==> src/rtl/demultiplex_buffered_pkg.sv <==
// ---------------------------------------------------------------------------
// demultiplex_buffered_pkg
//
// Purpose: shared constants for the buffered 1:2 demultiplexer and its
// per-channel output FIFO. It holds the default data width, the default
// FIFO depth, and the selector encodings that name the two destination
// channels.
//
// Contents:
//   LARGURA_PADRAO      default data width in bits
//   PROFUNDIDADE_PADRAO default entries per channel FIFO (power of two, >= 2)
//   SEL_A / SEL_B       selector values that route to channel A / channel B
//   larguraContagem()   width of an occupancy counter for a given depth
// ---------------------------------------------------------------------------
package demultiplex_buffered_pkg;

    localparam int LARGURA_PADRAO      = 32;
    localparam int PROFUNDIDADE_PADRAO = 2;

    localparam logic SEL_A = 1'b0;
    localparam logic SEL_B = 1'b1;

    // The occupancy counter needs one more bit than the pointers, so that
    // the value "completely full" (count == depth) can be represented.
    function automatic int larguraContagem(input int profundidade);
        return $clog2(profundidade) + 1;
    endfunction

endpackage

==> src/rtl/demultiplex_buffered_fila_saida.sv <==
// ---------------------------------------------------------------------------
// fila_saida
//
// Purpose: a small synchronous FIFO with a valid/ready style interface. One
// instance buffers each output channel of demultiplex_buffered. A word that
// is pushed into an empty FIFO becomes visible on the following cycle; the
// FIFO has no bypass path.
//
// Ports:
//   clock       rising-edge clock
//   reset_n     asynchronous active-low reset (clears pointers and count)
//   push_i      write dado_i this cycle (ignored while full)
//   pop_i       consumer takes the head word (ignored while empty)
//   dado_i      word to be written
//   dado_o      head-of-FIFO word (don't-care while valida_o = 0)
//   valida_o    FIFO holds at least one word
//   cheio_o     FIFO holds PROFUNDIDADE words
//   contagem_o  current occupancy, 0 .. PROFUNDIDADE
// ---------------------------------------------------------------------------
module fila_saida
    import demultiplex_buffered_pkg::*;
#(
    parameter int LARGURA      = LARGURA_PADRAO,
    parameter int PROFUNDIDADE = PROFUNDIDADE_PADRAO
) (
    input  logic                            clock,
    input  logic                            reset_n,
    input  logic                            push_i,
    input  logic                            pop_i,
    input  logic [LARGURA-1:0]              dado_i,
    output logic [LARGURA-1:0]              dado_o,
    output logic                            valida_o,
    output logic                            cheio_o,
    output logic [$clog2(PROFUNDIDADE):0]   contagem_o
);

    localparam int PW = $clog2(PROFUNDIDADE);
    localparam int CW = PW + 1;

    logic [LARGURA-1:0] memoria_q [PROFUNDIDADE];

    logic [PW-1:0] wrPtr_q, wrPtr_d;
    logic [PW-1:0] rdPtr_q, rdPtr_d;
    logic [CW-1:0] contagem_q, contagem_d;

    logic doPush;
    logic doPop;

    assign cheio_o    = (contagem_q == CW'(PROFUNDIDADE));
    assign valida_o   = (contagem_q != '0);
    assign contagem_o = contagem_q;
    assign dado_o     = memoria_q[rdPtr_q];

    // A push into a full FIFO or a pop from an empty one is simply dropped.
    // A full FIFO refuses a push even when it is being popped in the same
    // cycle; the freed slot becomes usable on the next cycle.
    assign doPush = push_i && !cheio_o;
    assign doPop  = pop_i  && valida_o;

    // Next-state for pointers and occupancy. Pointers are exactly log2(depth)
    // bits, so incrementing past the last entry wraps back to zero on its own.
    always_comb begin
        wrPtr_d    = wrPtr_q;
        rdPtr_d    = rdPtr_q;
        contagem_d = contagem_q;

        if (doPush) begin
            wrPtr_d = wrPtr_q + PW'(1);
        end
        if (doPop) begin
            rdPtr_d = rdPtr_q + PW'(1);
        end

        unique case ({doPush, doPop})
            2'b10:   contagem_d = contagem_q + CW'(1);
            2'b01:   contagem_d = contagem_q - CW'(1);
            default: contagem_d = contagem_q;
        endcase
    end

    // Control state: flushed by reset, so any buffered words are discarded.
    always_ff @(posedge clock or negedge reset_n) begin
        if (!reset_n) begin
            wrPtr_q    <= '0;
            rdPtr_q    <= '0;
            contagem_q <= '0;
        end else begin
            wrPtr_q    <= wrPtr_d;
            rdPtr_q    <= rdPtr_d;
            contagem_q <= contagem_d;
        end
    end

    // Storage is deliberately not reset: its contents are only observable
    // through dado_o while valida_o is high, and that requires a fresh push.
    always_ff @(posedge clock) begin
        if (doPush) begin
            memoria_q[wrPtr_q] <= dado_i;
        end
    end

endmodule

==> src/rtl/demultiplex_buffered.sv <==
// ---------------------------------------------------------------------------
// demultiplex_buffered
//
// Purpose: buffered 1:2 demultiplexer. A single producer stream is steered
// by `seletor` into one of two output channels (A for 0, B for 1). Each
// channel owns an independent FIFO, so a stalled consumer on one channel
// never blocks words already buffered for the other.
//
// Ports:
//   clock                          rising-edge clock
//   reset_n                        asynchronous active-low reset
//   entrada, seletor               offered word and its destination
//   entrada_valida / entrada_pronta  input handshake
//   saidaA, saidaB                 head-of-FIFO word per channel
//   saidaA_valida, saidaB_valida   channel holds data
//   saidaA_pronta, saidaB_pronta   consumer takes the head word
//   contagemA, contagemB           per-channel occupancy
// ---------------------------------------------------------------------------
module demultiplex_buffered
    import demultiplex_buffered_pkg::*;
#(
    parameter int LARGURA      = LARGURA_PADRAO,
    parameter int PROFUNDIDADE = PROFUNDIDADE_PADRAO
) (
    input  logic                            clock,
    input  logic                            reset_n,
    input  logic [LARGURA-1:0]              entrada,
    input  logic                            seletor,
    input  logic                            entrada_valida,
    output logic                            entrada_pronta,
    output logic [LARGURA-1:0]              saidaA,
    output logic [LARGURA-1:0]              saidaB,
    output logic                            saidaA_valida,
    output logic                            saidaB_valida,
    input  logic                            saidaA_pronta,
    input  logic                            saidaB_pronta,
    output logic [$clog2(PROFUNDIDADE):0]   contagemA,
    output logic [$clog2(PROFUNDIDADE):0]   contagemB
);

    logic cheioA;
    logic cheioB;
    logic pushA;
    logic pushB;
    logic popA;
    logic popB;
    logic aceita;

    // Readiness looks only at the fullness of the selected channel. It never
    // depends on the consumer ready signals, which keeps the input handshake
    // free of a combinational path from the output side.
    assign entrada_pronta = (seletor == SEL_B) ? !cheioB : !cheioA;
    assign aceita         = entrada_valida && entrada_pronta;

    // Only the selected FIFO sees the push; the other one is left untouched.
    assign pushA = aceita && (seletor == SEL_A);
    assign pushB = aceita && (seletor == SEL_B);

    assign popA  = saidaA_valida && saidaA_pronta;
    assign popB  = saidaB_valida && saidaB_pronta;

    fila_saida #(
        .LARGURA      (LARGURA),
        .PROFUNDIDADE (PROFUNDIDADE)
    ) u_filaA (
        .clock      (clock),
        .reset_n    (reset_n),
        .push_i     (pushA),
        .pop_i      (popA),
        .dado_i     (entrada),
        .dado_o     (saidaA),
        .valida_o   (saidaA_valida),
        .cheio_o    (cheioA),
        .contagem_o (contagemA)
    );

    fila_saida #(
        .LARGURA      (LARGURA),
        .PROFUNDIDADE (PROFUNDIDADE)
    ) u_filaB (
        .clock      (clock),
        .reset_n    (reset_n),
        .push_i     (pushB),
        .pop_i      (popB),
        .dado_i     (entrada),
        .dado_o     (saidaB),
        .valida_o   (saidaB_valida),
        .cheio_o    (cheioB),
        .contagem_o (contagemB)
    );

endmodule

==> config.mk <==
export PLATFORM = sky130hd
export DESIGN_NAME = demultiplex_buffered
export DESIGN_NICKNAME = d
export VERILOG_FILES = /design/src/rtl/demultiplex_buffered_pkg.sv /design/src/rtl/demultiplex_buffered_fila_saida.sv /design/src/rtl/demultiplex_buffered.sv
export SDC_FILE = /design/constraint.sdc
export NUM_CORES = 1
export LEC_CHECK = 0
export CAP_MARGIN = 20
export CORE_MARGIN = 5
export CORE_UTILIZATION = 51
export CTS_CLUSTER_SIZE = 25
export DETAILED_ROUTE_END_ITERATION = 6
export GPL_TIMING_DRIVEN = 0
export PLACE_DENSITY = 0.9
export SLEW_MARGIN = 20
export SYNTH_ARGS = -nofsm -noshare
export SYNTH_HDL_FRONTEND = slang
export SYNTH_SLANG_ARGS = --single-unit
==> constraint.sdc <==
create_clock -name clock -period 3.4 [get_ports clock]
set_clock_uncertainty 0.15 [all_clocks]
set_input_delay 0.68 -clock clock [delete_from_list [all_inputs] [get_ports clock]]
set_output_delay 0.68 -clock clock [all_outputs]
set_load 0.05 [all_outputs]
==> summary.md <==
| Metric | Value |
|---|---|
| Status | finished, final reports clean |
| Post-Place Cells | a little under 500 |
| Top-area cell type share of the netlist area | 72.6% |
| Slew headroom | 59.7% |
| Cell chain of the critical path | buf_6, buf_6, mux2_4, clkdlybuf4s50_1 |
| DRC violation count after routing | 0 |
| Most used cell, CP | buf_6 |
| End point of the critical path | saidaA[24] |
| Reg2reg end | u_filaA.memoria_q[0][19] |
| Worst Setup SP | u_filaA.rdPtr_q |
| Clock slew at reported path FFs | 0.06 ns |
| CP max-delay cell | clkdlybuf4s50_1 |
| Dpl hpwl | 6560 um |
| Die area | about 13000 um^2 |
| # rows | 37 |
| Post-CTS sizing | 0 |
| Synth Instances | between 200 and 250 |
| Routed Antenna Nets | 0 |
| R2R depth | 4 |
| H-tree depth | 4 |
| Hold Vio Cnt, Final | 0 |
| Area Growth Syn to Fin | 37.2% |
| Post-cts hold buffer count | 0 |
| Worst reg2reg path startpoint | u_filaA.contagem_o[0] |
| Final Net Count | between 400 and 500 |
| Postcts setup bufs | 0 |
| Syn avg cell area | approximately 22 um^2 |
| Port bufs | 108 |
| CP endpoint kind | primary output |
| GRT Residual Overflow | 0 |
| CP Launch Type | flip-flop |
| CTS Buf Count | 17 |
| Seq cells post-synth | 136 |
| PwrDens | 976 nW/um^2 |
| Global-route wire length before repair | 15200 um |
| TritonCTS clock tree | yes |
| Vias per cell | 4.92 |
| Syn nets | 277 |
| # clock sinks | 136 |
| Dpl cell area | 6690 um^2 |
| Fin crit period | 3.08 ns |
| Final wirelength | 9790 um |
| Slew of the pin with the lowest slew margin | 0.602 ns |
| Detailed-route wire length per cell | approximately 19 um |
| Max cap viols | 0 |
| Slew Limit Fails | 0 |
| Die H | 112 um |
| P_leak | 0.00267 uW |
| Die X | 112 um |
| Worst-path maximum fanout | 10 |
| Layout cell share with drive strength beyond 1 | 29.5% |
| Yosys warns | 0 |
| Core Region | 10200 um^2 |
| Root buf cell | clkbuf_8 |
| Vias post-DR | approximately 2500 |
| Initial Util | 51.8% |
| # IOs | 109 |
| Maximum clock rate | around 0.32 GHz |
| Diodes inserted | 0 |
| Worst-Skew Late Latency | 0.51 ns |
| Max IR drop VDD | about 730 uV |
| CP Data Required Time | 2.57 ns |
| CP max stage delay | 0.72 ns |
| Routability cong. | between 0.6 and 0.7 |
| Clock Path Buffers | 2 |
| Bufs and invs on worst path | 3 |
| Worst hold path type | input pin to asynchronous set/reset pin |
| RSZ-0062 raised after global routing | false |
| Number of global-route vias before repair | 2778 |
| TritonRoute pass-1 iters | 4 |
| Largest net degree at the start of global routing | 21 |
| Seq/Total Area, Yosys | about three quarters |
| Critical Path AT | roughly 2.3 ns |
| WP depth | 4 |
| Cell Area, Synth | 5300 um^2 |
| Top cells by area, synth | edfxtp_1 73%, mux2_4 16%, dfrtp_1 3.8%, buf_6 1.7%, mux2_2 1.5% |
| Finished Layout Cells | 516 |
| DRT iter0 DRCs | between 70 and 80 |
| Kind of critical path | flip-flop to primary output |
| Cell taking the most area after synthesis | edfxtp_1 |
| CP delay by family, top | buffers and inverters |
| Final Cell Area | 7270 um^2 |
| Distinct cells, synth | 15 |
| Initial antenna violation count | 0 |
| FF-to-FF setup slack | about 1.4 ns |
| Crit share post-route | roughly nine tenths |
| # setup viols final | 0 |
| Core Util, Final | between 70% and 80% |
| Total Routing Usage GR | ~16% |
[worst register-to-register path, cell delays in order (launching register included)]
cell,delay (ns)
dfrtp_1,0.43
nand2b_1,0.17
nand3b_2,0.18
nor2_4,0.51
buf_16,0.24
[logic make-up after synthesis]
| group | count (synthesis) | synth area share [%] |
|---|---|---|
| xor gates and xnor gates | 10 | 1.65 |
| adders and majority gates | 2 | 0.473 |
| DFF | 136 | 76.4 |
| muxes | 65 | 17.9 |
| buffers and inverters | 10 | 1.84 |
| and+or+nand+nor | 14 | 1.72 |
[state kept, by name, indices dropped and copies added (netlist names)]
register	flops
u_filaA.memoria_q	64
u_filaB.memoria_q	64
u_filaA.contagem_o	2
u_filaB.contagem_o	2
u_filaA.rdPtr_q	1
u_filaA.wrPtr_q	1
u_filaB.rdPtr_q	1
u_filaB.wrPtr_q	1
[cell usage in the layout (no fill, tap or decap), drive strengths merged]
cell,n
clkbuf,19
edfxtp,128
xor2,4
inv,2
dfrtp,8
ha,2
clkinv,7
clkdlybuf4s50,108
clkinvlp,1
nand2b,2
bufinv,4
nand3,1
xnor2,6
mux2,65
or2,2
buf,12
and2,2
nor2,6
nand3b,1
[synth_stat cells, drive strengths merged]
master and n:
edfxtp 128, mux2 65, buf 8, dfrtp 8, nor2 6, xnor2 6
xor2 4, and2 2, ha 2, inv 2, nand2b 2, or2 2
nand3 1, nand3b 1
[layer usage]
metal  part of all wire (%)  GRT usage, %  vias up
met4                    1.3          6.08        0
met2                     52          28.7       89
li1                       -             -     1184
met3                    6.3          5.49       12
met1                     41          18.9     1252
met5                      0             0        -
[cell type report]
cell class | count | area [um^2]
flip-flops and latches | 136 | 4040
fillers | 634 | 2970
repair buffers | 112 | 1190
multi-input cells | 91 | 1180
clock buffers | 19 | 422
well taps | 136 | 170
clock inverters | 12 | 158
plain buffers | 8 | 90.1
inverters | 2 | 7.51
[how the worst min path moves through the flow]
| stage | start | end | slack, ns | depth (start not counted) |
|---|---|---|---|---|
| 2_1_floorplan | reset_n | u_filaA.contagem_o[0] | 0.23 | 0 |
| 3_3_place_gp | u_filaA.wrPtr_q | u_filaA.wrPtr_q | 0.33 | 1 |
| 3_5_place_dp | u_filaA.contagem_o[1] | u_filaA.contagem_o[1] | 0.36 | 1 |
| 4_1_cts | reset_n | u_filaB.contagem_o[1] | 0.29 | 1 |
| 5_1_grt | reset_n | u_filaA.contagem_o[0] | 0.31 | 1 |
| 6_report | reset_n | u_filaB.contagem_o[0] | 0.31 | 1 |
[power by group]
group | internal [uW] | switching [uW] | total (uW)
clock network | 1170 | 622 | 1790
logic | 1260 | 1840 | 3100
registers | 2100 | 101 | 2200
total | 4530 | 2560 | 7090
[per-stage QoR]
| stage | hold WS (ns) | setup TNS, ns | setup slack [ns] | total power, uW |
|---|---|---|---|---|
| 6_report | 0.309 | 0 | 0.316 | 7090 |
| 5_1_grt | 0.308 | 0 | 0.232 | 7330 |
| 4_1_cts | 0.287 | 0 | 0.267 | 7170 |
| 3_5_place_dp | 0.360 | 0 | 0.328 | 5370 |
| 3_3_place_gp | 0.331 | -119.64 | -0.959 | 5260 |
| 2_1_floorplan | 0.234 | 0 | 0.445 | 4430 |
No activity file was read; power rests on OpenSTA's default activity.
